### config.mk
export PLATFORM = sky130hd
export DESIGN_NAME = io_input_ctrl
export DESIGN_NICKNAME = d
export VERILOG_FILES = /design/src/rtl/io_input_pkg.sv /design/src/rtl/io_debounce.sv /design/src/rtl/io_input_ctrl.sv
export SDC_FILE = /design/constraint.sdc
export NUM_CORES = 1
export LEC_CHECK = 0
export ABC_AREA = 1
export CORE_ASPECT_RATIO = 0.9
export CORE_MARGIN = 2
export CORE_UTILIZATION = 46
export CTS_BUF_LIST = sky130_fd_sc_hd__clkbuf_8
export DETAILED_ROUTE_END_ITERATION = 8
export GPL_TIMING_DRIVEN = 0
export PLACE_DENSITY = 0.82
export SETUP_SLACK_MARGIN = 0.3
export SLEW_MARGIN = 20
export SYNTH_ARGS = -nofsm -noshare
export SYNTH_HDL_FRONTEND = slang
export SYNTH_SLANG_ARGS = --single-unit
### constraint.sdc
create_clock -name io_clk -period 2 [get_ports io_clk]
set_input_delay 0.4 -clock io_clk [delete_from_list [all_inputs] [get_ports io_clk]]
set_output_delay 0.4 -clock io_clk [all_outputs]
set_load 0.1 [all_outputs]
### src/rtl/io_input_pkg.sv
// Shared constants and types for the CPU input-port controller:
// read-map word indices and the per-port debounce state encoding.
package io_input_pkg;

  localparam logic [5:0] IO_W_PORT0  = 6'd0;
  localparam logic [5:0] IO_W_PORT1  = 6'd1;
  localparam logic [5:0] IO_W_STATUS = 6'd2;
  localparam logic [5:0] IO_W_ARM    = 6'd3;

  typedef enum logic {
    DB_STABLE = 1'b0,
    DB_CHECK  = 1'b1
  } db_state_e;

endpackage

### src/rtl/io_debounce.sv
// One input port: 2-FF synchroniser, tick-driven debounce FSM, committed value.
// Ports: i_clk, i_reset (sync, active-high), i_tick, i_raw -> o_value, o_commit (pulse).
module io_debounce #(
  parameter int WIDTH    = 5,
  parameter int DEBOUNCE = 4
) (
  input  logic             i_clk,
  input  logic             i_reset,
  input  logic             i_tick,
  input  logic [WIDTH-1:0] i_raw,
  output logic [WIDTH-1:0] o_value,
  output logic             o_commit
);
  import io_input_pkg::*;

  localparam int CW = $clog2(DEBOUNCE + 1);
  localparam logic [CW-1:0] CNT_MAX = CW'(DEBOUNCE);
  localparam logic [CW-1:0] CNT_ONE = CW'(1);

  db_state_e        r_state;
  db_state_e        w_state_d;
  logic [WIDTH-1:0] r_sync1;
  logic [WIDTH-1:0] r_sync2;
  logic [WIDTH-1:0] r_cand;
  logic [WIDTH-1:0] r_value;
  logic [CW-1:0]    r_cnt;
  logic [WIDTH-1:0] w_cand_d;
  logic [WIDTH-1:0] w_value_d;
  logic [CW-1:0]    w_cnt_d;
  logic [CW-1:0]    w_cnt_inc;
  logic             w_commit;
  logic [WIDTH-1:0] w_s;

  assign w_s = r_sync2;
  // Saturating so the count can never wrap back below DEBOUNCE.
  assign w_cnt_inc = (r_cnt == CNT_MAX) ? r_cnt : r_cnt + 1'b1;

  always_comb begin
    w_state_d = r_state;
    w_cand_d  = r_cand;
    w_cnt_d   = r_cnt;
    w_value_d = r_value;
    w_commit  = 1'b0;
    if (i_tick) begin
      case (r_state)
        DB_STABLE: begin
          if (w_s != r_value) begin
            w_cand_d = w_s;
            w_cnt_d  = CNT_ONE;
            if (DEBOUNCE == 1) begin
              w_value_d = w_s;
              w_commit  = 1'b1;
            end else begin
              w_state_d = DB_CHECK;
            end
          end
        end
        DB_CHECK: begin
          if (w_s != r_cand) begin
            // Returning to the committed value drops the glitch.
            if (w_s == r_value) begin
              w_state_d = DB_STABLE;
            end else begin
              w_cand_d = w_s;
              w_cnt_d  = CNT_ONE;
            end
          end else begin
            w_cnt_d = w_cnt_inc;
            if (w_cnt_inc == CNT_MAX) begin
              w_value_d = r_cand;
              w_commit  = 1'b1;
              w_state_d = DB_STABLE;
            end
          end
        end
        default: w_state_d = DB_STABLE;
      endcase
    end
  end

  always_ff @(posedge i_clk) begin
    if (i_reset) begin
      r_state <= DB_STABLE;
      r_sync1 <= '0;
      r_sync2 <= '0;
      r_cand  <= '0;
      r_cnt   <= '0;
      r_value <= '0;
    end else begin
      r_state <= w_state_d;
      r_sync1 <= i_raw;
      r_sync2 <= r_sync1;
      r_cand  <= w_cand_d;
      r_cnt   <= w_cnt_d;
      r_value <= w_value_d;
    end
  end

  assign o_value  = r_value;
  assign o_commit = w_commit;

endmodule

### src/rtl/io_input_ctrl.sv
// CPU input-port controller: shared sample prescaler, two debounced ports,
// change flags with read-to-clear, irq arm and combinational read mux.
// Ports: io_clk, reset, addr, rd_en, in_port0/1 -> io_read_data, irq.
module io_input_ctrl #(
  parameter int WIDTH    = 5,
  parameter int TICK_DIV = 50000,
  parameter int DEBOUNCE = 4
) (
  input  logic        io_clk,
  input  logic        reset,
  input  logic [31:0] addr,
  input  logic        rd_en,
  input  logic [31:0] in_port0,
  input  logic [31:0] in_port1,
  output logic [31:0] io_read_data,
  output logic        irq
);
  import io_input_pkg::*;

  localparam int PW = (TICK_DIV > 1) ? $clog2(TICK_DIV) : 1;
  localparam logic [PW-1:0] P_LAST = PW'(TICK_DIV - 1);

  logic [PW-1:0]    r_presc;
  logic [1:0]       r_chg;
  logic             r_irq_en;
  logic             w_tick;
  logic [5:0]       w_word;
  logic             w_clr;
  logic             w_arm;
  logic [WIDTH-1:0] w_val0;
  logic [WIDTH-1:0] w_val1;
  logic             w_commit0;
  logic             w_commit1;
  logic             w_unused;

  assign w_unused = &{1'b0, addr[31:8], addr[1:0],
                      in_port0[31:WIDTH], in_port1[31:WIDTH]};

  assign w_tick = (r_presc == P_LAST);
  assign w_word = addr[7:2];
  assign w_clr  = rd_en && (w_word == IO_W_STATUS);
  assign w_arm  = rd_en && (w_word == IO_W_ARM);

  always_ff @(posedge io_clk) begin
    if (reset) begin
      r_presc <= '0;
    end else if (w_tick) begin
      r_presc <= '0;
    end else begin
      r_presc <= r_presc + 1'b1;
    end
  end

  io_debounce #(.WIDTH(WIDTH), .DEBOUNCE(DEBOUNCE)) u_db0 (
    .i_clk    (io_clk),
    .i_reset  (reset),
    .i_tick   (w_tick),
    .i_raw    (in_port0[WIDTH-1:0]),
    .o_value  (w_val0),
    .o_commit (w_commit0)
  );

  io_debounce #(.WIDTH(WIDTH), .DEBOUNCE(DEBOUNCE)) u_db1 (
    .i_clk    (io_clk),
    .i_reset  (reset),
    .i_tick   (w_tick),
    .i_raw    (in_port1[WIDTH-1:0]),
    .o_value  (w_val1),
    .o_commit (w_commit1)
  );

  // A commit landing on the clearing edge keeps its flag.
  always_ff @(posedge io_clk) begin
    if (reset) begin
      r_chg    <= '0;
      r_irq_en <= 1'b0;
    end else begin
      r_chg    <= (r_chg & ~{2{w_clr}}) | {w_commit1, w_commit0};
      r_irq_en <= r_irq_en | w_arm;
    end
  end

  always_comb begin
    io_read_data = '0;
    unique case (1'b1)
      (w_word == IO_W_PORT0):  io_read_data[WIDTH-1:0] = w_val0;
      (w_word == IO_W_PORT1):  io_read_data[WIDTH-1:0] = w_val1;
      (w_word == IO_W_STATUS): io_read_data[2:0] = {r_irq_en, r_chg};
      default:                 io_read_data = '0;
    endcase
  end

  assign irq = r_irq_en & (|r_chg);

endmodule

# ---- Word level (Yosys, flattened, before mapping)
# Cells that the tools add are included.
dict set report totals {
  out_inout_bits 33
  reg_bits 67
  input_bits 99
  wordCells 98
}
dict set report op_classes {
  n_mux 38
  n_addsub 3
  bitwise 9
  n_reduce_logical 11
  eq_ne 22
}
# operator n
set ops {}
lappend ops {{two-way mux 5 bit} 6}
lappend ops {{two-way mux 3 bit} 8}
lappend ops {{inequality test 5 bit} 4}
lappend ops {{one-hot mux 5 bit (2 select lines)} 2}
lappend ops {{adder 16 x 1 -> 16 bit, second input constant} 1}
lappend ops {{equality test 16 bit, second input constant} 1}
lappend ops {{two-way mux 1 bit} 16}
lappend ops {{AND reduction 4 bit} 4}
lappend ops {{equality test 3 bit, second input constant} 4}
lappend ops {{equality test 6 x 2 -> 1 bit, second input constant} 2}
lappend ops {{one-hot mux 3 bit (2 select lines)} 2}
lappend ops {{equality test 5 bit} 2}
lappend ops {{one-hot mux 3 bit (3 select lines)} 1}
lappend ops {{inequality test 2 bit, second input constant} 4}
lappend ops {{adder 3 x 1 -> 3 bit, second input constant} 2}
lappend ops {{equality test 6 x 1 -> 1 bit, second input constant} 1}
lappend ops {{zero test 6 bit} 1}
lappend ops {{inequality test 3 bit, second input constant} 2}
lappend ops {{AND reduction 3 bit} 2}
lappend ops {{inequality test 2 x 1 -> 1 bit, second input constant} 2}
lappend ops {{inverter 1 bit} 4}
lappend ops {{one-hot mux 1 bit (2 select lines)} 2}
lappend ops {{one-hot mux 2 bit (2 select lines)} 1}
lappend ops {{OR reduction 2 bit} 2}
lappend ops {{6 further kinds} 7}

# ---- Depth between registers and ports, before layout
# Gate-level depths: netlist of the first run.
dict set report logic_depth {
  ltp_word 8
  mapped_depth 11
  depth_no_buf 11
}

# ---- Cells and area by module
# A second synthesis of the first run with hierarchy kept.
dict set report unflattened {
  cells_unflattened 565
  hier_area_um2 3767.4
}
# mod cells_per_inst n_inst seq_area_each_um2 area_per_inst_um2
set modules_own_cells {}
lappend modules_own_cells {io_debounce 187 2 480.5 1252.5}
lappend modules_own_cells {io_input_ctrl 191 1 380.4 1262.5}

# ---- Least setup slack after synthesis of the first run
# No wires, ideal clock.
dict set report synth_path {
  path_kind {in2out}
  startpoint {in addr[5]}
  endpoint {out io_read_data[4]}
  slack_ns -1.280
  t_required_ns 1.600
  path_buffers 0
  arrival_time_ns 2.880
  path_stages 5
  path_cell_list {nor2_1 nand2_1 inv_1 nand3_1 o21ai_0}
}
dict set report synth_between {
  elab_chain_len 2
  word_cells_on_any_way 3
  classes_between {eq/ne: 1; mux: 1; reduce/logical: 1}
}
# item line_no
set synth_rtl {}
lappend synth_rtl {{from (decl)} io_input_ctrl.sv:11} ;# input logic [31:0] addr,
lappend synth_rtl {{equality test 6 x 1 -> 1 bit or zero test 6 bit (tied branches)} {io_input_ctrl.sv:87, io_input_ctrl.sv:86}}
lappend synth_rtl {{one-hot mux 2 bit (2 select lines) (*)} io_input_ctrl.sv:85} ;# unique case (1'b1)
lappend synth_rtl {{to (decl)} io_input_ctrl.sv:15} ;# output logic [31:0] io_read_data,
# Every way passes the cells marked *; elsewhere a longest branch is shown, timed or not.

# ---- Worst setup path after layout of the first run
dict set report layout_path {
  startpoint {in addr[3]}
  endpoint {out io_read_data[2]}
}
dict set report layout_between {
  elab_chain_len 2
  word_cells_on_any_way 4
  classes_between {eq/ne: 2; mux: 1; reduce/logical: 1}
}
# item line_no
set layout_rtl {}
lappend layout_rtl {{equality test 6 x 2 -> 1 bit (tied with other cells)} io_input_ctrl.sv:88} ;# (w_word == IO_W_STATUS): io_read_data[2:0] = {r_irq_en, r_chg};
lappend layout_rtl {{one-hot mux 3 bit (3 select lines) (*)} io_input_ctrl.sv:85}
# Marks and branches as above.

==> results of run 1 <==
[routing by layer]
layer	vias to the layer above	routed length, um	GRT usage (%)	part of all wire [%]
met2	123	4370	33.1	50
li1	1719	-	-	-
met4	0	271	8.19	3.1
met3	27	498	3.35	5.7
met5	-	0	0	0
met1	1542	3580	23.1	41
[synth_stat cells, drive strengths merged, types with 3 or more instances]
library cell / number / area (um^2)
o21ai: 8 / 40.0
xor2: 6 / 52.6
nand4: 7 / 43.8
nand2: 141 / 542
a21oi: 22 / 114
clkbuf: 4 / 15.0
xnor2: 3 / 26.3
ha: 5 / 62.6
inv: 90 / 338
nor2: 98 / 412
buf: 32 / 265
dfxtp: 67 / 1340
nand3: 35 / 228
nor3: 7 / 35.0
o221ai: 3 / 26.3
[final cells by class]
| class | count | area, um^2 |
|---|---|---|
| buffer | 36 | 288 |
| clock buffer | 9 | 124 |
| clock inverter | 7 | 93.8 |
| fill | 638 | 2830 |
| inverter | 90 | 343 |
| multi-input combinational | 367 | 1990 |
| sequential | 67 | 1350 |
| tap | 96 | 120 |
| timing repair buffer | 36 | 412 |
[sequential cells by signal, indices dropped and copies added, names as in the netlist]
register and cells:
u_db0.r_cand 5, u_db0.r_state 1, u_db0.r_sync2 5, u_db1.r_sync1 5, u_db0.o_value 5, u_db1.r_cand 5, u_db1.r_state 1, u_db0.r_cnt 3
u_db1.o_value 5, r_irq_en 1, u_db0.r_sync1 5, u_db1.r_sync2 5, r_chg 2, u_db1.r_cnt 3, r_presc 16
[worst max-delay path, cell delays in order]
cell and delay, ns:
clkdlybuf4s15_2 0.23, inv_2 0.13, nand3_4 0.18, o221ai_4 0.27, buf_12 0.21
[cell families (layout without fill, tap and decap cells)]
kind of cell             Yosys count  count (layout)  synth area share [%]
other                              1              27                 0.104
XOR/XNOR                           9               9                  2.19
flip-flops                        67              67                  37.3
adder cells (fa/ha/maj)            5               5                  1.74
AND/OR/NAND/NOR                  290             290                  35.8
AO/OA/AOI/OAI                     36              36                  5.64
buffers and inverters            126             178                  17.2
[how the worst max path moves through the flow]
stage	depth (start not counted)	to	startpoint	slack [ns]
2_1_floorplan	5	io_read_data[0]	addr[7]	0.18
3_3_place_gp	6	io_read_data[1]	addr[3]	-1.18
3_5_place_dp	6	io_read_data[2]	addr[3]	-1.22
4_1_cts	7	io_read_data[2]	addr[4]	0.20
5_1_grt	7	io_read_data[2]	addr[4]	0.14
6_report	5	io_read_data[2]	addr[3]	0.18
[power by group]
group	internal, uW	switching [uW]	leakage, uW
combinational	104	315	0.00147
clock	699	552	0.000111
sequential	1360	19.4	0.000548
[repair_timing]
action                     4_1_cts  5_1_grt
hold buffers                     0        0
setup endpoints to repair       28       46
gates cloned                     0        3
pin swaps                        8       20
buffers inserted                 1        8
resized for setup               89       41
[placed cells by master (no fill, tap or decap), types with 2 or more instances in the layout]
master	count
nand2_1	127
clkbuf_1	2
clkbuf_8	9
xor2_1	5
xnor2_1	3
buf_6	6
clkdlybuf4s50_1	12
a21oi_2	2
nand2_2	13
clkbuf_16	2
o21ai_2	2
ha_1	3
clkinv_4	2
clkbuf_2	3
nor3_1	4
o221ai_4	3
buf_12	7
nor3_4	2
nand3_4	6
inv_4	2
buf_4	36
conb_1	27
nand3_1	23
buf_2	2
nor2_4	7
nand4_1	7
bufinv_16	2
dfxtp_2	7
o21ai_0	4
nor2_1	86
a21oi_1	20
dfxtp_1	60
inv_1	80
nand3_2	6
nor2_2	4
inv_2	9
[metrics by stage]
stage	area (um^2)	setup TNS, ns	instances	setup slack, ns
CTS	4470	0	697	0.203
global placement	4170	-8.13	680	-1.18
floorplan	3800	0	560	0.176
detailed placement	4170	-9.65	680	-1.22
global route	4720	0	708	0.144
finish	4720	0	708	0.177
==> results.ini, run 1 <==
[route]
route.detailed.drc=0
wl_per_cell_um=12.3
finalWirelength_mm=8.72
vias_per_cell=4.82
ant_nets=0
first_pass_iters=5
vias=3411
drt_iter0_drc=210

[yosys]
synth_ff_type=dfxtp_1
syn_area_um2=3590
synthArstFlopShare_pct=0
yosysSeqAreaShare_pct=37.3
synth_enable_flop_cells=0
synthDistinctLibCells=33
avgSynthCellArea_um2=6.73
ys_ff_latch=67
synthCells=534
ys_warn_count=0

[run_status]
status=complete, no violations

[clock_network]
clockRootBuffer=clkbuf_8
cts_sinks=67
h-tree-depth=3
clk_pin_slew_ns=0.08
cts_tree=yes
clk_latency_ns=0.35
clockBufferDepth=2
cts_buffers=9

[global_route]
grt_usage_pct=18.9
grt_first_pass_wirelength_mm=13.1
grt_max_degree=13
antenna_found_initial=0
grt_pass1_vias=3064
overflow=0

[sta]
setup_viol=0
fin_crit_sh_pct=91.1
max_freq_mhz=549
hold_viol=0
post-route-min-period_ns=1.82
drv_slew=0
finClkSkew_ns=0.00865
rsz0062_at_grt=yes
fin_hold_ws_ns=0.407

[layout]
area_delta_synth_final_pct=31.2
layout.nets=711
antenna_cells=0
finish.utilization_pct=62.5
drive_gt1_share_pct=23.7

[floorplanning]
pin_count=132
die-area_um2=8540
start_util_pct=47.6
num_rows=30
coreArea_um2=7540
die_h_um=87.9
dieWidth_um=97.2

[worst_setup_path]
path_max_fanout=5
critical_path_class=input pin to output pin
start_kind=input pin
r2r.worst_path.cells=10
cp.arrival_ns=1.42
r2r_slack_ns=0.33
cp.required_ns=1.60
reg2reg_to=u_db1.o_value[3]$_SDFFE_PP0P_
end_kind=output pin
r2r-start=r_presc[1]$_SDFF_PP0_

[placed_design]
place_congestion=0.913
dp_hpwl_mm=5.65
portBuffers=24

[power]
ir_drop_mv=0.482
cellLeakagePower_uw=0.00213
powerDensity_nw_per_um2=646
p_total_uw=3050

[hold_path]
hold_class=flip-flop to flip-flop
hold_depth=2
min_to=u_db0.r_sync2[0]$_SDFF_PP0_
hp-start=u_db0.r_sync1[0]$_SDFF_PP0_

[flow_run]
drv_cap=0

No activity file was read; power rests on OpenSTA's default activity.
==> inputs of run 2 (changes only) <==
--- a/config.mk
+++ b/config.mk
@@ -9,9 +9,9 @@
 export CORE_ASPECT_RATIO = 0.9
 export CORE_MARGIN = 2
-export CORE_UTILIZATION = 46
+export CORE_UTILIZATION = 45
 export CTS_BUF_LIST = sky130_fd_sc_hd__clkbuf_8
 export DETAILED_ROUTE_END_ITERATION = 8
 export GPL_TIMING_DRIVEN = 0
-export PLACE_DENSITY = 0.82
+export PLACE_DENSITY = 0.81
 export SETUP_SLACK_MARGIN = 0.3
 export SLEW_MARGIN = 20
==> constraint.sdc (replaced) <==
create_clock -name io_clk -period 2 [get_ports io_clk]
set_input_delay 0.4 -clock io_clk [delete_from_list [all_inputs] [get_ports io_clk]]
set_output_delay 0.4 -clock io_clk [all_outputs]
set_load 0.02 [all_outputs]
==> run 2 against run 1 <==
Effect of this change:
- power down 9.3%
- maximum frequency up 6.7%
- via count up 2.3%
- final area down 2.7%
- sequential share of layout area up 0.82 points
- clock power down 9%
- combinational power down 42%
- critical path depth up 2
- utilization down 2.6 points
- register-to-register slack worse by 0.04 ns
- cell count down 0.14%
- die area up 2.1%
- critical path type unchanged
==> results.ini, run 2 (synthesized netlist as in run 1, its figures left out) <==
[sta]
fin_tns_setup_ns=0  ; unchanged
fin_crit_sh_pct=85.4  ; -5.8 points
finClkSkew_ns=0.0105  ; +0.00182 ns
post-route-min-period_ns=1.71  ; -0.115 ns
drv_slew=0  ; unchanged
fin_hold_ws_ns=0.406  ; -0.000925 ns
setup_viol=0  ; unchanged
rsz0062_at_grt=yes
worst_slack_ns=0.293  ; +0.115 ns
hold_viol=0  ; unchanged
max_freq_mhz=586  ; +6.7%

[hold_path]
hold_class=flip-flop to flip-flop

[placed_design]
pre_cts_ws_ns=-0.608  ; +0.608 ns
portBuffers=24  ; unchanged
placed_area_um2=4050  ; -2.7%
place_congestion=0.920  ; +0.71%
dp_hpwl_mm=5.67  ; +0.35%

[floorplanning]
num_rows=30  ; unchanged
start_util_pct=46.9  ; -0.70 points
die_h_um=88.8  ; +1.1%
dieWidth_um=98.2  ; +1.1%
die-area_um2=8720  ; +2.1%
pin_count=132  ; unchanged
coreArea_um2=7660  ; +1.5%

[clock_network]
clockBufferDepth=2  ; unchanged
cts_sinks=67  ; unchanged
h-tree-depth=3  ; unchanged
clk_pin_slew_ns=0.08  ; about the same
clk_latency_ns=0.35  ; about the same
cts_hold_buf=0  ; unchanged
clockRootBuffer=clkbuf_8
cts_buffers=9  ; unchanged
cts_tree=yes

[global_route]
antenna_found_initial=0  ; unchanged
grt_usage_pct=18.0  ; -0.84 points
grt_first_pass_wirelength_mm=12.5  ; -4.9%
grt_pass1_vias=2867  ; -6.4%
grt_max_degree=14  ; +1
overflow=0  ; unchanged

[worst_setup_path]
start_kind=input pin
critical_path_class=input pin to output pin
cp.arrival_ns=1.31  ; -0.11 ns
crit_path_max_incr_delay_ns=0.18  ; -0.09 ns
path_max_fanout=4  ; -1
end_kind=output pin
crit_chain=buf_6 > nor2_4 > nand2_4 > nor3_4 > inv_2 > o221ai_2 > buf_4
cp.required_ns=1.60  ; about the same
crit_slowest_cell=o221ai_2

[layout]
finish.utilization_pct=59.9  ; -2.6 points
fillCellCount=667  ; +4.5%
largest_register_ffs=16  ; unchanged
drive_gt1_share_pct=23.1  ; -0.62 points
antenna_cells=0  ; unchanged
most-common-layout-cells=126 x nand2_1, 88 x nor2_1, 80 x inv_1
ff_latch_area_um2=1350  ; about the same
area_delta_synth_final_pct=27.7
final_area_um2=4590  ; -2.7%
regMostFlops=r_presc
layout.nets=710  ; -0.14%
layout_commonest_cell=nand2_1
multi_input_area_um2=1950  ; -1.9%

[route]
ant_nets=0  ; unchanged
finalWirelength_mm=8.53  ; -2.1%
wl_per_cell_um=12.1  ; -2.0%
vias=3488  ; +2.3%
vias_per_cell=4.93  ; +2.4%
drt_iter0_drc=252  ; +20%
route.detailed.drc=0  ; unchanged
first_pass_iters=5  ; unchanged

[power]
ir_drop_mv=0.457  ; -5.2%
seqPwrFrac_pct=49.8  ; +4.6 points
power_frac_comb_pct=8.8  ; -5.0 points
p_sw_share_pct=26.1  ; -3.0 points
p_int_uw=2040  ; -5.5%
p_sw_uw=722  ; -19%
cellLeakagePower_uw=0.00215  ; +1.1%
p_clk_share_pct=41.3  ; +0.3 points
powerDensity_nw_per_um2=602  ; -6.8%

[run_status]
status=complete, no violations

[flow_run]
drv_cap=0  ; unchanged

[run 2: cell count changes in the layout (fill, tap and decap cells not counted), moves of 3 or more]
cell / previous run / this run
nand2_2: 13 / 10
o221ai_4: 3 / 0
nand3_2: 6 / 10
nand2_4: 1 / 5
buf_12: 7 / 3
buf_4: 36 / 39
o221ai_2: 0 / 3
nand3_1: 23 / 20
[run 2: worst paths after layout]
kind / to / depth (start not counted) / slack, ns / startpoint
max: io_read_data[1] / 7 / 0.29 / addr[6]
min: u_db0.r_sync2[3]$_SDFF_PP0_ / 2 / 0.41 / u_db0.r_sync1[3]$_SDFF_PP0_
max reg2reg: u_db0.o_value[4]$_SDFFE_PP0P_ / 9 / 0.29 / u_db0.r_cnt[0]$_SDFFE_PP0P_
min reg2reg: u_db0.r_sync2[3]$_SDFF_PP0_ / 2 / 0.41 / u_db0.r_sync1[3]$_SDFF_PP0_
[run 2: cell type report]
class,count,share of cell area (%)
timing repair buffer,35,7.47
buffer,36,6.27
tap,96,2.62
inverter,90,7.36
clock buffer,9,2.70
multi-input combinational,367,42.5
sequential,67,29.4
clock inverter,7,1.66
[run 2: what timing repair did]
action | in CTS | in global routing
setup buffers | 0 | 8
endpoints found under the setup margin | 27 | 45
resized for setup | 64 | 54
hold endpoints to repair | 0 | 0
gates cloned | 0 | 3
pin swaps | 8 | 41
[run 2: power by group through the flow]
| stage | clock [uW] | sequential [uW] | combinational, uW |
|---|---|---|---|
| 2_1_floorplan | 0 | 1400 | 164 |
| 3_5_place_dp | 0 | 1410 | 221 |
| 4_1_cts | 1160 | 1370 | 225 |
| 6_report | 1140 | 1380 | 244 |
| 5_1_grt | 1220 | 1380 | 265 |
| 3_3_place_gp | 0 | 1400 | 218 |
[run 2: per-layer routing]
layer | GRT usage, % | routed length, um
met4 | 8.34 | 212
met2 | 31.1 | 4260
met3 | 4.58 | 582
met1 | 21.5 | 3480
met5 | 0 | 0
[run 2: through the flow]
stage	power [uW]	std cells
global placement	1620	680
detailed placement	1630	680
finish	2760	707
floorplan	1560	560
global route	2870	707
CTS	2760	696
[run 2: critical path: cells and delay by family]
family / cells / cell delay (ns)
buffers and inverters: 3 / 0.38
AOI/OAI and AO/OA: 1 / 0.18
and+or+nand+nor: 3 / 0.35
